### config.mk
export PLATFORM = sky130hd
export DESIGN_NAME = mul_scheduler
export DESIGN_NICKNAME = d
export VERILOG_FILES = /design/src/rtl/mul_scheduler.sv
export SDC_FILE = /design/constraint.sdc
export NUM_CORES = 1
export LEC_CHECK = 0
export CORE_ASPECT_RATIO = 0.6
export CORE_MARGIN = 2
export CORE_UTILIZATION = 35
export DETAILED_ROUTE_END_ITERATION = 12
export HOLD_SLACK_MARGIN = 0.03
export SLEW_MARGIN = 20
export SYNTH_ARGS = -nofsm -noshare
export SYNTH_HDL_FRONTEND = slang
export SYNTH_SLANG_ARGS = --single-unit
### constraint.sdc
create_clock -name Clock -period 6.1 [get_ports Clock]
set_input_delay 1.22 -clock Clock [delete_from_list [all_inputs] [get_ports Clock]]
set_output_delay 1.22 -clock Clock [all_outputs]
set_load 0.05 [all_outputs]
### src/rtl/mul_scheduler.sv
// mul_scheduler: two-requester round-robin front end for a single iterative
// signed shift-add multiplier. Magnitudes are multiplied unsigned over WIDTH
// RUN cycles, then the sign is applied in FIX.
//
// state | meaning
// IDLE  | sample requests, arbitrate, capture winner's operands
// RUN   | one shift-add iteration per cycle, WIDTH iterations
// FIX   | apply sign, publish result, pulse owner's done
module mul_scheduler #(
  parameter int WIDTH = 16
) (
  input  logic                 Clock,
  input  logic                 Reset,
  input  logic                 iReq0,
  input  logic [WIDTH-1:0]     iA0,
  input  logic [WIDTH-1:0]     iB0,
  input  logic                 iReq1,
  input  logic [WIDTH-1:0]     iA1,
  input  logic [WIDTH-1:0]     iB1,
  output logic                 oGnt0,
  output logic                 oGnt1,
  output logic                 oDone0,
  output logic                 oDone1,
  output logic [2*WIDTH-1:0]   oResult,
  output logic [WIDTH-1:0]     oRL,
  output logic [WIDTH-1:0]     oRH,
  output logic                 oBusy
);

  localparam int CW = $clog2(WIDTH + 1);

  typedef enum logic [1:0] {IDLE = 2'd0, RUN = 2'd1, FIX = 2'd2} state_t;

  state_t           state, state_nxt;
  logic             last1;      // 1: requester 1 was granted most recently
  logic             take0, take1;
  logic [WIDTH-1:0] a_mag, mult, acc;
  logic             sign, owner;
  logic [CW-1:0]    cnt;
  logic [WIDTH:0]   sum;
  logic [2*WIDTH-1:0] prod;
  logic [WIDTH-1:0] sel_a, sel_b;
  logic             gnt0_nxt, gnt1_nxt, done0_nxt, done1_nxt;

  function automatic logic [WIDTH-1:0] mag(input logic [WIDTH-1:0] v);
    // The most negative value maps onto itself, which read unsigned is 2^(WIDTH-1).
    return v[WIDTH-1] ? (~v + WIDTH'(1)) : v;
  endfunction

  // When both request, the one not granted last wins.
  assign take0 = (state == IDLE) && iReq0 && (!iReq1 || last1);
  assign take1 = (state == IDLE) && iReq1 && !take0;
  assign sel_a = take1 ? iA1 : iA0;
  assign sel_b = take1 ? iB1 : iB0;

  // Partial-product add keeps the carry so the shift below loses nothing.
  assign sum  = {1'b0, acc} + (mult[0] ? {1'b0, a_mag} : {(WIDTH+1){1'b0}});
  assign prod = {acc, mult};

  assign oRL   = oResult[WIDTH-1:0];
  assign oRH   = oResult[2*WIDTH-1:WIDTH];
  assign oBusy = (state != IDLE);

  // State register.
  always_ff @(posedge Clock or posedge Reset) begin
    if (Reset) state <= IDLE;
    else       state <= state_nxt;
  end

  // Next-state logic; RUN leaves on the edge where the counter hits zero.
  always_comb begin
    state_nxt = state;
    case (state)
      IDLE:    if (take0 || take1) state_nxt = RUN;
      RUN:     if (cnt == CW'(1))  state_nxt = FIX;
      FIX:     state_nxt = IDLE;
      default: state_nxt = IDLE;
    endcase
  end

  // Output decode feeding the registered pulse outputs.
  always_comb begin
    gnt0_nxt  = take0;
    gnt1_nxt  = take1;
    done0_nxt = (state == FIX) && !owner;
    done1_nxt = (state == FIX) && owner;
  end

  // Registered handshake pulses and the published product.
  always_ff @(posedge Clock or posedge Reset) begin
    if (Reset) begin
      oGnt0   <= 1'b0;
      oGnt1   <= 1'b0;
      oDone0  <= 1'b0;
      oDone1  <= 1'b0;
      oResult <= '0;
    end else begin
      oGnt0  <= gnt0_nxt;
      oGnt1  <= gnt1_nxt;
      oDone0 <= done0_nxt;
      oDone1 <= done1_nxt;
      if (state == FIX) oResult <= sign ? -prod : prod;
    end
  end

  // Operand capture, shift-add iterations and the round-robin pointer.
  always_ff @(posedge Clock or posedge Reset) begin
    if (Reset) begin
      a_mag <= '0;
      mult  <= '0;
      acc   <= '0;
      sign  <= 1'b0;
      owner <= 1'b0;
      cnt   <= '0;
      last1 <= 1'b1;
    end else begin
      if (take0 || take1) begin
        a_mag <= mag(sel_a);
        mult  <= mag(sel_b);
        acc   <= '0;
        sign  <= sel_a[WIDTH-1] ^ sel_b[WIDTH-1];
        owner <= take1;
        cnt   <= CW'(WIDTH);
        last1 <= take1;
      end else if (state == RUN) begin
        acc  <= sum[WIDTH:1];
        mult <= {sum[0], mult[WIDTH-1:1]};
        cnt  <= cnt - CW'(1);
      end
    end
  end

endmodule

# Yosys cells after proc, flatten, opt, wreduce, memory -nomap -nowiden
# Cells that the tools add are included.
[classes]
n_eq_ne = 5
reduce_logical = 15
mux = 15
n_bitwise = 3
addsub = 5
[ops]
columns = ["op", "n"]
rows = [
  ["$mux W16", 9],
  ["$add A16 B1 Y16 const B", 2],
  ["$mux W32", 1],
  ["$neg A32 Y32", 1],
  ["$not A16 Y16", 2],
  ["$add A16 B16 Y17", 1],
  ["$mux W5", 2],
  ["$logic_and A1 B1 Y1", 6],
  ["$eq A5 B1 Y1 const B", 1],
  ["$sub A5 B1 Y5 const B", 1],
  ["$mux W2", 2],
  ["$pmux W2 S2", 1],
  ["$reduce_bool A2 Y1", 2],
  ["$logic_not A1 Y1", 3],
  ["$eq A2 B1 Y1 const B", 1],
  ["$eq A2 B2 Y1 const B", 1],
  ["$logic_not A2 Y1", 1],
  ["$logic_or A1 B1 Y1", 2],
  ["$ne A2 B1 Y1 const B", 1],
  ["$ne A2 B2 Y1 const B", 1],
  ["$reduce_and A2 Y1", 1],
  ["$xor A1 B1 Y1", 1],
]
[word_totals]
elab_cells = 56
in_bits = 68
output_inout_bits = 69
ff_bits = 94

# Depth between registers and ports, before layout
[logic_depth]
depth_word = 10
ltp_mapped = 12
mapped_depth_nobuf = 11

# Worst setup path before layout
# No wires, ideal clock.
[synth_path]
kind = "input to register"
start = "input port iReq1"
end = "register a_mag[14]"
setup_slack_ns = 2.385
stages = 11
setup_ns = 0.129
path_buffers = 3
t_arrival_ns = 3.585
cell_sequence = "nor3b_2 > nand2_1 > clkbuf_1 > buf_2 > buf_1 > mux2i_1 > ha_1 > a21bo_2 > o31ai_1 > xnor2_1 > o21ai_1"
[synth_via]
elab_chain_cells = 9
word_cells_on_any_way = 11
classes_between = "add/sub: 1; mux: 2; bitwise: 1; reduce/logical: 7"
[synth_lines]
columns = ["element", "line_no", "rtl"]
rows = [
  ["start: declaration", "17", "input logic iReq1,"],
  ["$logic_not A1 Y1", "51", "assign take0 = (state == IDLE) && iReq0 && (!iReq1 || last1);"],
  ["$logic_or A1 B1 Y1", "51", ""],
  ["$logic_and A1 B1 Y1", "51", ""],
  ["$logic_not A1 Y1", "52", "assign take1 = (state == IDLE) && iReq1 && !take0;"],
  ["$logic_and A1 B1 Y1", "52", ""],
  ["$mux W16", "53", "assign sel_a = take1 ? iA1 : iA0;"],
  ["$not A16 Y16", "47", "return v[WIDTH-1] ? (~v + WIDTH'(1)) : v;"],
  ["$add A16 B1 Y16", "47", ""],
  ["$mux W16", "47", ""],
  ["end signal: assignment", "118", "a_mag <= mag(sel_a);"],
  ["end: declaration", "37", "logic [WIDTH-1:0] a_mag, mult, acc;"],
]
# Several ways; a longest one is shown, not always the timed one.
# A chain may end at the register's enable or synchronous reset.

# Worst setup path in the final report
# Same ends and word-level chain as after synthesis.

==> results.toml <==
[cts]
cts_tree = "done"
cts.clk_slew.worst_paths_ns = 0.07
post_cts_buffers = 0
holdBufCountCts = 0
root_buffer = "clkbuf_16"
cts-resized-gates = 0
htreeDepth = 3
insertion_delay_ns = 0.35
cts_inserted_buffers = 9
clk_path_buf_depth = 2
cts.sink_count = 94

[synth]
netlist.top_cell.by_area = "dfrtp_1"
yosysWarningCount = 0
synth_top_area_share_pct = 35.3
ys_seq_elements = 94
synth_area_leaders = "dfrtp_1 (35%), xor2_1 (6.4%), o21ai_0 (6.1%)"
syn_avg_cell_area_um2 = 8.59
synthArstFlopShare_pct = 100
yosysUniqueCellTypes = 64
synthesis.area_mm2 = 0.00659
synth_nets = 857
synthCells = 767
synth-edff-count = 0
ys_top_cells_by_count = "nand2_1 (94), dfrtp_1 (93), o21ai_0 (80), xor2_1 (48), nor2_1 (43)"
synth.most_common_cell = "nand2_1"
synth_seq_area_share_pct = 35.7
yosys_most_used_dff = "dfrtp_1"

[timing]
fin_crit_ns = 4.32
setup_tns_ns = 0
setup_slack_ns = 1.78
rsz0062_at_grt = "no"
period_share_pct = 70.8
drv_slew = 0
worstMarginPinSlew_ns = 0.882
skew_ns = 0.00698
hold_ws_ns = 0.438
setup_viol = 0
slew_headroom_pct = 40.5
fmax_mhz = 232
hold_viol = 0

[run]
maxCapViolations = 0

[worst_setup_path]
reg2reg_to = "acc[15]$_DFFE_PP0P_"
cp-end-kind = "register"
rrSetupSlack_ns = 2.76
crit_type = "in2reg"
r2r_start = "mult[0]$_DFFE_PP0P_"
startpoint_type = "primary input"
crit_required_ns = 6.32
crit_arrival_ns = 4.54
ff2ff_path_depth = 11
crit_fanout = 26

[drt]
ant_nets = 0
drc = 0
first_pass_iters = 5
viasPerCell = 5.29
vias = 5813
drt-total-wl_um = 18500
wl_per_cell_um = 16.9
drtIter0Drc = 482

[grt]
track_usage_pct = 18.7
grt_pass1_vias = 5182
grt_overflow_total = 0
grt_max_degree = 63
grt_pass1_wl_um = 29300
antenna_found_initial = 0

[die]
die_height_um = 110
die_w_um = 181
core_area_mm2 = 0.0183
start_util_pct = 36.1
rows = 38
die_area_mm2 = 0.0200
ios = 137

[power_and_ir_drop]
p_total_w = 0.00429
vdd_ir_drop_max_v = 0.000190
power_density_mw_per_mm2 = 520
p_leak_nw = 3.43

[run_status]
status = "completed"

[min_path]
holdCritStartpoint = "owner$_DFFE_PP0N_"
worst_hold_path_type = "reg2reg"
holdPathEnd = "oDone0$_DFF_PP0_"
min_path_cells = 1

[cells_and_area]
multi_input_area_mm2 = 0.00381
drive_gt1_share_pct = 5.83
regArea_mm2 = 0.00235
n_antenna_cell = 0
final_cells = 1098
num-fill-cells = 1814
final_nets = 943
area_growth_pct = 25.0

[place]
dpl.hpwl_um = 14400
dp.cells = 1082
numPortBuffers = 136
dp_slack_ns = 1.46
place.gp.congestion = 0.894
[cell families (layout without fill, tap and decap cells)]
| family | count (synthesis) | in the layout | synth area share (%) |
|---|---|---|---|
| compound gates | 206 | 206 | 18.9 |
| mux | 30 | 30 | 4.56 |
| fa+ha+maj | 22 | 22 | 4.29 |
| flops | 94 | 94 | 35.7 |
| simple gates | 259 | 259 | 20.4 |
| xor+xnor | 71 | 71 | 9.44 |
| buf+inv | 85 | 176 | 6.74 |
[worst max path at each step]
stage                      from                     to  cells after the start
after detailed placement  iReq1  a_mag[14]$_DFFE_PP0N_                     10
after global placement    iReq1  a_mag[14]$_DFFE_PP0N_                     10
after global routing      iReq1  a_mag[10]$_DFFE_PP0N_                     11
after floorplan           iReq1  a_mag[14]$_DFFE_PP0N_                     11
after CTS                 iReq1  a_mag[14]$_DFFE_PP0N_                     10
final                     iReq1  a_mag[14]$_DFFE_PP0N_                     10
[layer usage]
| metal | global-route usage, % | wire, um |
|---|---|---|
| met5 | 0 | 0 |
| met3 | 3.71 | 1510 |
| met4 | 3.72 | 164 |
| met1 | 32.3 | 10500 |
| met2 | 22.4 | 6380 |
[placed cells by master (no fill, tap or decap), types with 7 or more instances in the layout]
cell / count
a21oi_1: 33
a22oi_1: 13
and2_1: 17
buf_4: 8
clkbuf_16: 9
clkdlybuf4s50_1: 136
dfrtp_1: 92
ha_1: 21
inv_1: 14
mux2i_1: 30
nand2_1: 93
nand2b_1: 8
nand3_1: 20
nor2_1: 43
nor3_1: 11
nor4_1: 8
o21ai_0: 79
o21ai_1: 28
o31ai_1: 16
or3_1: 13
or4_1: 7
xnor2_1: 23
xor2_1: 48
[metrics by stage]
| stage | utilization, % | cell area, um2 |
|---|---|---|
| 2_1_floorplan | - | 6590 |
| 3_3_place_gp | 43.5 | 7950 |
| 3_5_place_dp | 43.5 | 7950 |
| 4_1_cts | 45.1 | 8240 |
| 5_1_grt | 45.1 | 8240 |
| 6_report | 45.1 | 8240 |
[sequential cells by signal, indices dropped and copies added, names as in the netlist]
register and cells:
oDone1 1, acc 16, oResult 32, oGnt1 1, oDone0 1, owner 1, state 2, sign 1
cnt 5, a_mag 16, last1 1, mult 16, oGnt0 1
[power by group]
part / total [W] / switching [W] / internal [W]
sequential: 0.00128 / 0.000375 / 0.000901
combinational: 0.00246 / 0.00152 / 0.000934
clock: 0.000556 / 0.000269 / 0.000287
[worst max-delay path: stages]
cell,delay [ns]
clkdlybuf4s50_1,0.60
nor3b_2,0.49
nand2_2,0.46
buf_4,0.39
mux2i_1,0.26
ha_1,0.28
a21bo_2,0.28
o31ai_1,0.31
xnor2_1,0.16
o21ai_1,0.07
[layout make-up]
type,count,share of cell area [%]
Clock buffer,9,2.73
Timing Repair Buffer,144,17.3
Inverter,16,0.744
Tap cell,240,3.64
Sequential cell,94,28.6
Multi-Input combinational cell,588,46.2
Clock inverter,7,0.820
Note: power is estimated with default switching activity, not from simulation.
